`src/rtl/newmot_pkg.sv`:
```
// Shared register map and bit positions for the step/direction decoder.
// Included by the decoder RTL and by anything that talks to it over Wishbone.
package newmot_pkg;

   localparam int ADR_W = 13;
   localparam int DAT_W = 32;

   typedef enum logic [ADR_W-1:0] {
      REG_CTRL     = 13'd0,
      REG_POSITION = 13'd1,
      REG_STATUS   = 13'd2,
      REG_COMPARE  = 13'd3,
      REG_PERIOD   = 13'd4
   } reg_offset_e;

   localparam int CTRL_ENABLE     = 0;
   localparam int CTRL_DIR_INVERT = 1;
   localparam int CTRL_IRQ_EN     = 2;

   localparam int STATUS_CMP_HIT = 0;
   localparam int STATUS_OVF     = 1;
   localparam int STATUS_DIR_ERR = 2;

   // True when a +/-1 step from pos crosses the signed 32-bit boundary.
   function automatic logic signed_wrap(input logic [DAT_W-1:0] pos, input logic up);
      return up ? (pos == 32'h7FFF_FFFF) : (pos == 32'h8000_0000);
   endfunction

endpackage

```
`src/rtl/step_dir_decoder_input_filter.sv`:
```
// Two-flop synchronizer followed by a run-length filter: the output only
// follows the synchronized input after FILTER_LEN identical samples.
module input_filter #(
   parameter int FILTER_LEN = 4
) (
   input  logic clk,
   input  logic rst,
   input  logic din,
   output logic dout
);

   logic [1:0] sync_reg;
   logic [3:0] cnt_reg;
   logic       filt_reg;

   always_ff @(posedge clk or posedge rst) begin
      if (rst) begin
         sync_reg <= '0;
         cnt_reg  <= '0;
         filt_reg <= 1'b0;
      end else begin
         sync_reg <= {sync_reg[0], din};
         // cnt_reg counts differing samples already seen; any agreeing sample restarts the run
         if (sync_reg[1] == filt_reg) begin
            cnt_reg <= '0;
         end else if (cnt_reg == 4'(FILTER_LEN - 1)) begin
            filt_reg <= sync_reg[1];
            cnt_reg  <= '0;
         end else begin
            cnt_reg <= cnt_reg + 4'd1;
         end
      end
   end

   assign dout = filt_reg;

endmodule

```
`src/rtl/step_dir_decoder.sv`:
```
// Step/direction quadrature-style position counter with a Wishbone classic
// register interface, overflow/compare/direction-setup status and interrupt.
module step_dir_decoder
   import newmot_pkg::*;
#(
   parameter int FILTER_LEN = 4,
   parameter int DIR_SETUP  = 2
) (
   input  logic        sys_clk,
   input  logic        sys_rst,
   input  logic        wb_cyc,
   input  logic        wb_stb,
   input  logic        wb_we,
   input  logic [3:0]  wb_sel,
   input  logic [12:0] wb_adr,
   input  logic [31:0] wb_dat_w,
   output logic [31:0] wb_dat_r,
   output logic        wb_ack,
   input  logic        step_in,
   input  logic        dir_in,
   output logic        irq
);

   logic        step_filt;
   logic        dir_filt;
   logic        step_prev_reg;
   logic        dir_prev_reg;
   logic [3:0]  dir_age_reg;
   logic [2:0]  ctrl_reg;
   logic [2:0]  status_reg;
   logic [31:0] position_reg;
   logic [31:0] compare_reg;
   logic [31:0] period_reg;
   logic [31:0] period_cnt_reg;

   logic        wb_req;
   logic        wr_en;
   logic        pos_wr;
   logic        count_event;
   logic        count_ok;
   logic        up;
   logic        dir_recent;
   logic [31:0] pos_next;
   logic [2:0]  status_set;
   logic [2:0]  status_clr;
   logic [31:0] rd_data;
   logic        unused_ok;

   input_filter #(.FILTER_LEN(FILTER_LEN)) u_step_filter (
      .clk  (sys_clk),
      .rst  (sys_rst),
      .din  (step_in),
      .dout (step_filt)
   );

   input_filter #(.FILTER_LEN(FILTER_LEN)) u_dir_filter (
      .clk  (sys_clk),
      .rst  (sys_rst),
      .din  (dir_in),
      .dout (dir_filt)
   );

   assign unused_ok = &{1'b0, wb_sel};

   // The ack register itself masks the second cycle of a held strobe.
   assign wb_req = wb_cyc & wb_stb & ~wb_ack;
   assign wr_en  = wb_req & wb_we;
   assign pos_wr = wr_en && (wb_adr == REG_POSITION);

   assign count_event = ctrl_reg[CTRL_ENABLE] & step_filt & ~step_prev_reg;
   assign count_ok    = count_event & ~pos_wr;
   assign up          = dir_filt ^ ctrl_reg[CTRL_DIR_INVERT];
   assign pos_next    = up ? position_reg + 32'd1 : position_reg - 32'd1;
   assign dir_recent  = (dir_filt != dir_prev_reg) || (dir_age_reg < 4'(DIR_SETUP));

   always_comb begin
      status_set = '0;
      status_set[STATUS_CMP_HIT] = count_ok & (pos_next == compare_reg);
      status_set[STATUS_OVF]     = count_ok & signed_wrap(position_reg, up);
      status_set[STATUS_DIR_ERR] = count_ok & dir_recent;
      status_clr = '0;
      if (wr_en && (wb_adr == REG_STATUS)) begin
         status_clr = wb_dat_w[2:0];
      end
   end

   always_comb begin
      rd_data = '0;
      case (wb_adr)
         REG_CTRL:     rd_data = {29'd0, ctrl_reg};
         REG_POSITION: rd_data = position_reg;
         REG_STATUS:   rd_data = {29'd0, status_reg};
         REG_COMPARE:  rd_data = compare_reg;
         REG_PERIOD:   rd_data = period_reg;
         default:      rd_data = '0;
      endcase
   end

   always_ff @(posedge sys_clk or posedge sys_rst) begin
      if (sys_rst) begin
         step_prev_reg  <= 1'b0;
         dir_prev_reg   <= 1'b0;
         dir_age_reg    <= '0;
         ctrl_reg       <= '0;
         status_reg     <= '0;
         position_reg   <= '0;
         compare_reg    <= '0;
         period_reg     <= '0;
         period_cnt_reg <= '0;
         wb_ack         <= 1'b0;
         wb_dat_r       <= '0;
         irq            <= 1'b0;
      end else begin
         // Edge history freezes while disabled, so a step already high counts once on enable.
         if (ctrl_reg[CTRL_ENABLE]) begin
            step_prev_reg <= step_filt;
         end
         dir_prev_reg <= dir_filt;
         if (dir_filt != dir_prev_reg) begin
            dir_age_reg <= 4'd1;
         end else if (dir_age_reg != 4'hF) begin
            dir_age_reg <= dir_age_reg + 4'd1;
         end

         if (wr_en) begin
            case (wb_adr)
               REG_CTRL:    ctrl_reg    <= wb_dat_w[2:0];
               REG_COMPARE: compare_reg <= wb_dat_w;
               default:     ;
            endcase
         end

         if (pos_wr) begin
            position_reg <= wb_dat_w;
         end else if (count_ok) begin
            position_reg <= pos_next;
         end

         if (count_ok) begin
            period_reg     <= period_cnt_reg;
            period_cnt_reg <= 32'd1;
         end else if (period_cnt_reg != 32'hFFFF_FFFF) begin
            period_cnt_reg <= period_cnt_reg + 32'd1;
         end

         status_reg <= (status_reg & ~status_clr) | status_set;
         irq        <= ctrl_reg[CTRL_IRQ_EN] & (status_reg[STATUS_CMP_HIT] | status_reg[STATUS_OVF]);
         wb_ack     <= wb_req;
         wb_dat_r   <= (wb_req & ~wb_we) ? rd_data : 32'd0;
      end
   end

endmodule

```
`config.mk`:
```
export PLATFORM = sky130hd
export DESIGN_NAME = step_dir_decoder
export DESIGN_NICKNAME = d
export VERILOG_FILES = /design/src/rtl/newmot_pkg.sv /design/src/rtl/step_dir_decoder_input_filter.sv /design/src/rtl/step_dir_decoder.sv
export SDC_FILE = /design/constraint.sdc
export NUM_CORES = 1
export LEC_CHECK = 0
export CAP_MARGIN = 20
export CORE_ASPECT_RATIO = 1.2
export CORE_UTILIZATION = 40
export CTS_CLUSTER_DIAMETER = 100
export CTS_CLUSTER_SIZE = 28
export DETAILED_ROUTE_END_ITERATION = 16
export PLACE_DENSITY = 0.62
export REMOVE_ABC_BUFFERS = 1
export SLEW_MARGIN = 30
export SYNTH_ARGS = -nofsm -noshare
export SYNTH_HDL_FRONTEND = slang
export SYNTH_SLANG_ARGS = --single-unit
```
`constraint.sdc`:
```
create_clock -name sys_clk -period 5.3 [get_ports sys_clk]
set_clock_uncertainty 0.2 [all_clocks]
set_input_delay 0.53 -clock sys_clk [delete_from_list [all_inputs] [get_ports sys_clk]]
set_output_delay 0.53 -clock sys_clk [all_outputs]
set_load 0.05 [all_outputs]
```
==> results of run 1 <==
-- cell families after synthesis --
kind of cell / after synthesis / synth area share, %
simple gates: 450 / 21.6
flops: 188 / 43.8
compound gates: 181 / 11.7
xor+xnor: 117 / 9.68
buf+inv: 89 / 3.62
mux: 84 / 9.04
fa+ha+maj: 5 / 0.582
-- worst max-delay path, stage by stage, from the launching register on --
cell     delay (ns)
dfrtp_1        0.65
xor2_4         0.19
xnor2_1        0.13
ha_1           0.24
nand2_1        0.12
or4_1          0.66
nor3_2         0.23
mux2i_1        0.15
xnor2_1        0.39
nand3_4        0.08
nor4_1         0.34
nand4_1        0.16
o31ai_1        0.24
-- how the worst min path moves through the flow --
stage / endpoint / cells past startpoint
2_1_floorplan: u_dir_filter.sync_reg[1] / 0
3_3_place_gp: u_step_filter.sync_reg[1] / 0
3_5_place_dp: u_step_filter.sync_reg[1] / 0
4_1_cts: u_step_filter.sync_reg[1] / 0
5_1_grt: u_step_filter.sync_reg[1] / 0
6_report: u_step_filter.sync_reg[1] / 0
-- per-layer routing --
metal	part of all wire (%)	vias up	GRT usage, %
met3	4.6	40	3.79
met1	45	4379	32.2
met5	0	-	0
li1	-	4111	-
met4	2.3	0	7.68
met2	48	261	36.7
-- cell usage in the layout, fill, tap and decap left out, types with 8 or more instances in the layout --
| master | Yosys | routed |
|---|---|---|
| a21oi_1 | 59 | 59 |
| a222oi_1 | 29 | 29 |
| a31oi_1 | 10 | 10 |
| and2_1 | 8 | 8 |
| and3_1 | 15 | 15 |
| buf_4 | 5 | 14 |
| clkbuf_16 | 0 | 17 |
| clkdlybuf4s50_1 | 0 | 85 |
| dfrtp_1 | 188 | 188 |
| mux2_1 | 21 | 21 |
| mux2_2 | 50 | 50 |
| mux2i_1 | 10 | 10 |
| nand2_1 | 74 | 74 |
| nand3_1 | 35 | 35 |
| nand4_1 | 33 | 33 |
| nor2_1 | 161 | 159 |
| nor3_1 | 28 | 28 |
| nor4_1 | 20 | 19 |
| o21ai_0 | 25 | 25 |
| or4_1 | 17 | 17 |
| xnor2_1 | 61 | 61 |
| xor2_1 | 54 | 54 |
-- area by class of cell --
class	count	area (um^2)	share of cell area, %
Tap cell	335	419	3.36
Inverter	8	37.5	0.301
Multi-Input combinational cell	837	5700	45.7
Timing Repair Buffer	101	996	7.98
Clock inverter	13	190	1.52
Sequential cell	188	4700	37.7
Clock buffer	19	433	3.47
-- power by group --
group	total (mW)	leakage, nW	internal, mW	switching [mW]
Combinational	0.717	2.32	0.278	0.439
Clock	1.37	0.302	0.795	0.575
Sequential	1.56	2.43	1.49	0.0706
Total	3.65	5.05	2.56	1.08
-- per-stage QoR --
step,setup TNS [ns],util [%]
finish,0,47.4
global route,0,47.4
CTS,0,47.4
detailed placement,0,45.0
global placement,0,45.0
floorplan,-102.23,-
==> qor.csv, run 1 <==
stage;metric;value;unit
die;initial_core_util;40.8;%
global_route;grt_max_degree;100;
critical_path;r2r_slack;1.42;ns
synthesis;ys_seq_area_share;43.8;%
synthesis;ys_ff_latch;188;
placement;place_congestion;0.946;
route;vias;8791;
final_layout;area_growth;16.2;%
sta;rsz0062_at_grt;no;
synthesis;ys_types;82;
worst_hold_path;min_path_type;reg -> reg;
global_route;track_usage;23.2;%
final_layout;layout.nets;1214;
global_route;grt_pass1_wl;48.6;mm
sta;whs;0.150;ns
clocking;cts_tree;built;
critical_path;cp-startpoint;u_dir_filter.dout;
critical_path;worst_r2r_path_depth;12;
final_layout;drive_gt1_share;11.1;%
synthesis;netlist_top_cells_area;dfrtp_1 (44%), nor2_1 (5.6%), mux2_2 (5.2%);
placement;post-dp-hpwl;21.3;mm
critical_path;critical_path_peak_fanout;6;
critical_path;crit_type;reg -> reg;
placement;portBuffers;85;
final_layout;fill_cells;2538;
critical_path;crit_path_end_kind;flop;
die;std_cell_rows;65;
pwr;cellPowerDensity;292;nW/um^2
global_route;antenna_found_initial;0;
clocking;clockRootBuffer;clkbuf_16;
route;drtIter0Drc;704;
synthesis;synth_enable_flop_cells;0;
clocking;cts.path.max_buffers;2;
die;ioPinCount;90;
worst_hold_path;holdCritStartpoint;u_step_filter.sync_reg[0];
pwr;leakagePower;5.05;nW
global_route;overflow;0;
sta;slew_headroom;37.2;%
synthesis;synth_commonest_cells;dfrtp_1 (188), nor2_1 (161), nand2_1 (74);
critical_path;cp-endpoint;status_reg[0];
pwr;ir_worst_vdd;178;uV
critical_path;rr_endpoint;status_reg[0];
clocking;postCtsResizedCells;0;
clocking;cts_hold_buf;0;
die;dieHeight;182;um
clocking;clk_latency;0.44;ns
synthesis;synthArstFlopShare;100;%
clocking;numCtsBuffers;17;
synthesis;synth_flop_cell;dfrtp_1;
synthesis;synth_area;10700;um^2
placement;placed_cell_area;11900;um^2
route;wire_per_inst;20.3;um
synthesis;synth_area_leader_cell;dfrtp_1;
run_status;status;finished, final reports clean;
sta;period_needed;3.88;ns
sta;drv_slew;0;
clocking;clock-sinks;188;
route;drc;0;
placement;placedCellCount;1469;
route;via_per_inst;5.86;
clocking;cts_max_level;4;
final_layout;final_area;12500;um^2
placement;place_ws;1.46;ns
critical_path;worstSetupStartpointType;flop;
synthesis;synth_cells;1114;
sta;tightestPinTransition;0.935;ns
sta;setup_violations;0;
route;firstDrtPassIters;7;
pwr;total_power;3.65;mW
job;drv_cap;0;
clocking;clk_pin_slew;0.07;ns
synthesis;synth_top_area_share;43.8;%
sta;hold_violations;0;
final_layout;fin_cells;1501;
die;core_area;26400;um^2
critical_path;r2r_start;u_dir_filter.dout;
route;wirelength;30.5;mm
sta;period_share;73.3;%
critical_path;arrival;4.03;ns
clocking;postCtsSetupRepairBufs;0;
sta;fmax;258;MHz
die;dieArea;27500;um^2
die;die_w;152;um
route;ant_nets;0;
synthesis;synth_warnings;0;
final_layout;insertedDiodeCount;0;
critical_path;critPathRequiredTime;5.44;ns
sta;setup_slack;1.42;ns
synthesis;avgSynthCellArea;9.64;um^2
global_route;grt_pass1_vias;8588;
synthesis;synth.most_common_cell;dfrtp_1;
Power figures use the tool's default switching activity.
==> run 2: changes to the inputs <==
==> constraint.sdc (replaced) <==
create_clock -name sys_clk -period 3.3 [get_ports sys_clk]
set_clock_uncertainty 0.2 [all_clocks]
set_input_delay 0.33 -clock sys_clk [delete_from_list [all_inputs] [get_ports sys_clk]]
set_output_delay 0.33 -clock sys_clk [all_outputs]
set_load 0.05 [all_outputs]
==> qor.csv, run 2 (synthesis results as in run 1) <==
stage;metric;value;unit
run_status;status;finished, violations left;
run_status;violations;setup timing;
pwr;ir_worst_vdd;327;uV
final_layout;postLayoutCoreUtil;50.8;%
die;dieArea;27500;um^2
critical_path;slowest_delay;0.44;ns
critical_path;crit_slowest_cell;dfrtp_2;
sta;setup_slack;-0.0831;ns
global_route;grt_max_degree;88;
sta;tightestPinTransition;0.705;ns
route;met3_length;1.76;mm
sta;drv_slew;0;
route;wire_per_inst;20.3;um
critical_path;crit_type;reg -> reg;
route;drtIter0Drc;759;
die;core_area;26400;um^2
route;top_layer;met4;
global_route;track_usage;25.1;%
placement;portBuffers;85;
clocking;cts_tree;built;
die;die_w;152;um
job;drv_cap;0;
sta;setup_violations;1;
critical_path;crit_chain;xor2_4 > xnor2_1 > ha_2 > or4_4 > or4_4 > o21ai_4 > xnor2_2 > nor4_2 > nand4b_1 > nor4_2 > nand4_1 > o31ai_1;
route;ant_nets;0;
sta;hold_violations;0;
route;drc;0;
final_layout;insertedDiodeCount;0;
clocking;clock-sinks;188;
clocking;numCtsBuffers;17;
clocking;cts.path.max_buffers;2;
route;via_per_inst;5.75;
route;dr_wl_met2;15.7;mm
pwr;cellPowerDensity;448;nW/um^2
clocking;cts_hold_buf;0;
placement;place_ws;-0.230;ns
die;ioPinCount;90;
die;dieHeight;182;um
critical_path;critPathRequiredTime;3.45;ns
final_layout;final_common_cell;dfrtp_1;
clocking;clockRootBuffer;clkbuf_16;
global_route;antenna_found_initial;0;
clocking;cts_max_level;4;
sta;whs;0.127;ns
route;firstDrtPassIters;9;
critical_path;worstSetupStartpointType;flop;
global_route;grt_pass1_vias;9296;
critical_path;arrival;3.54;ns
final_layout;area_growth;24.6;%
sta;setup-tns-final;-0.0831;ns
placement;post-dp-hpwl;23.5;mm
route;m1WireLength;14.5;mm
critical_path;critical_path_peak_fanout;3;
critical_path;critPathTopFamily;simple AND/OR/NAND/NOR gates;
global_route;grt_pass1_wl;52.6;mm
sta;period_needed;3.38;ns
pwr;leakagePower;5.59;nW
final_layout;drive_gt1_share;19.8;%
clocking;clk_pin_slew;0.07;ns
global_route;overflow;0;
clocking;clk_latency;0.45;ns
sta;rsz0062_at_grt;yes;
final_layout;layout.nets;1333;
placement;place_congestion;0.931;
die;std_cell_rows;65;
die;initial_core_util;40.8;%
sta;slew_headroom;53.0;%
final_layout;fill_cells;2486;
pwr;total_power;5.99;mW
sta;fmax;296;MHz
critical_path;path_buf_inv;0;
sta;period_share;103;%
route;wirelength;32.8;mm
route;vias;9315;
worst_hold_path;min_path_type;in -> reg;
final_layout;final_cell_mix;dfrtp_1 (187), nor2_1 (160), buf_4 (131);
critical_path;crit_path_end_kind;flop;
## run 2: per-stage QoR
stage | std cells | area (um^2)
6_report | 1620 | 13400
5_1_grt | 1620 | 13400
4_1_cts | 1617 | 13400
3_5_place_dp | 1585 | 12700
3_3_place_gp | 1585 | 12700
2_1_floorplan | 1033 | 10400
## run 2: power by group
group	total, mW	leakage (nW)	switching, mW	internal, mW
clock	2.09	0.284	0.944	1.14
combinational	1.43	2.88	0.798	0.630
sequential	2.48	2.42	0.0878	2.39
## run 2: timing repair
| action | CTS | global route |
|---|---|---|
| endpoints found under the setup margin | 1 | 6 |
| hold endpoints to repair | 0 | 0 |
| gates cloned | 0 | 0 |
| gates resized for setup | 7 | 2 |
| pin swaps | 5 | 3 |
| setup buffers | 0 | 3 |
## run 2: final timing paths
kind | start | end | slack, ns | cells after the start
worst max register to register | u_dir_filter.dout | status_reg[0] | -0.08 | 12
max in group asynchronous | sys_rst | u_step_filter.cnt_reg[2] | 1.96 | 3
worst max-delay path | u_dir_filter.dout | status_reg[0] | -0.08 | 12
min in group asynchronous | sys_rst | period_reg[7] | 0.18 | 2
worst min register to register | u_step_filter.sync_reg[0] | u_step_filter.sync_reg[1] | 0.15 | 0
worst min-delay path | step_in | u_step_filter.sync_reg[0] | 0.13 | 1
## run 2: area by class of cell
cell class	count	area, um^2	area share, %
Timing Repair Buffer	220	1910	14.3
Sequential cell	188	4710	35.2
Clock inverter	13	143	1.07
Multi-Input combinational cell	837	5720	42.8
Tap cell	335	419	3.13
Clock buffer	19	443	3.31
Inverter	8	37.5	0.280
## run 2: per-layer routing
| layer | track usage, % | vias up |
|---|---|---|
| li1 | - | 4353 |
| met1 | 34.1 | 4590 |
| met2 | 40.3 | 318 |
| met3 | 3.79 | 54 |
| met4 | 9.43 | 0 |
| met5 | 0 | - |
## run 2: worst reg2reg max path, stage by stage, from the launching register on
cell      delay [ns]
dfrtp_2         0.44
xor2_4          0.19
xnor2_1         0.13
ha_2            0.21
or4_4           0.43
or4_4           0.44
o21ai_4         0.10
xnor2_2         0.09
nor4_2          0.21
nand4b_1        0.19
nor4_2          0.29
nand4_1         0.13
o31ai_1         0.24
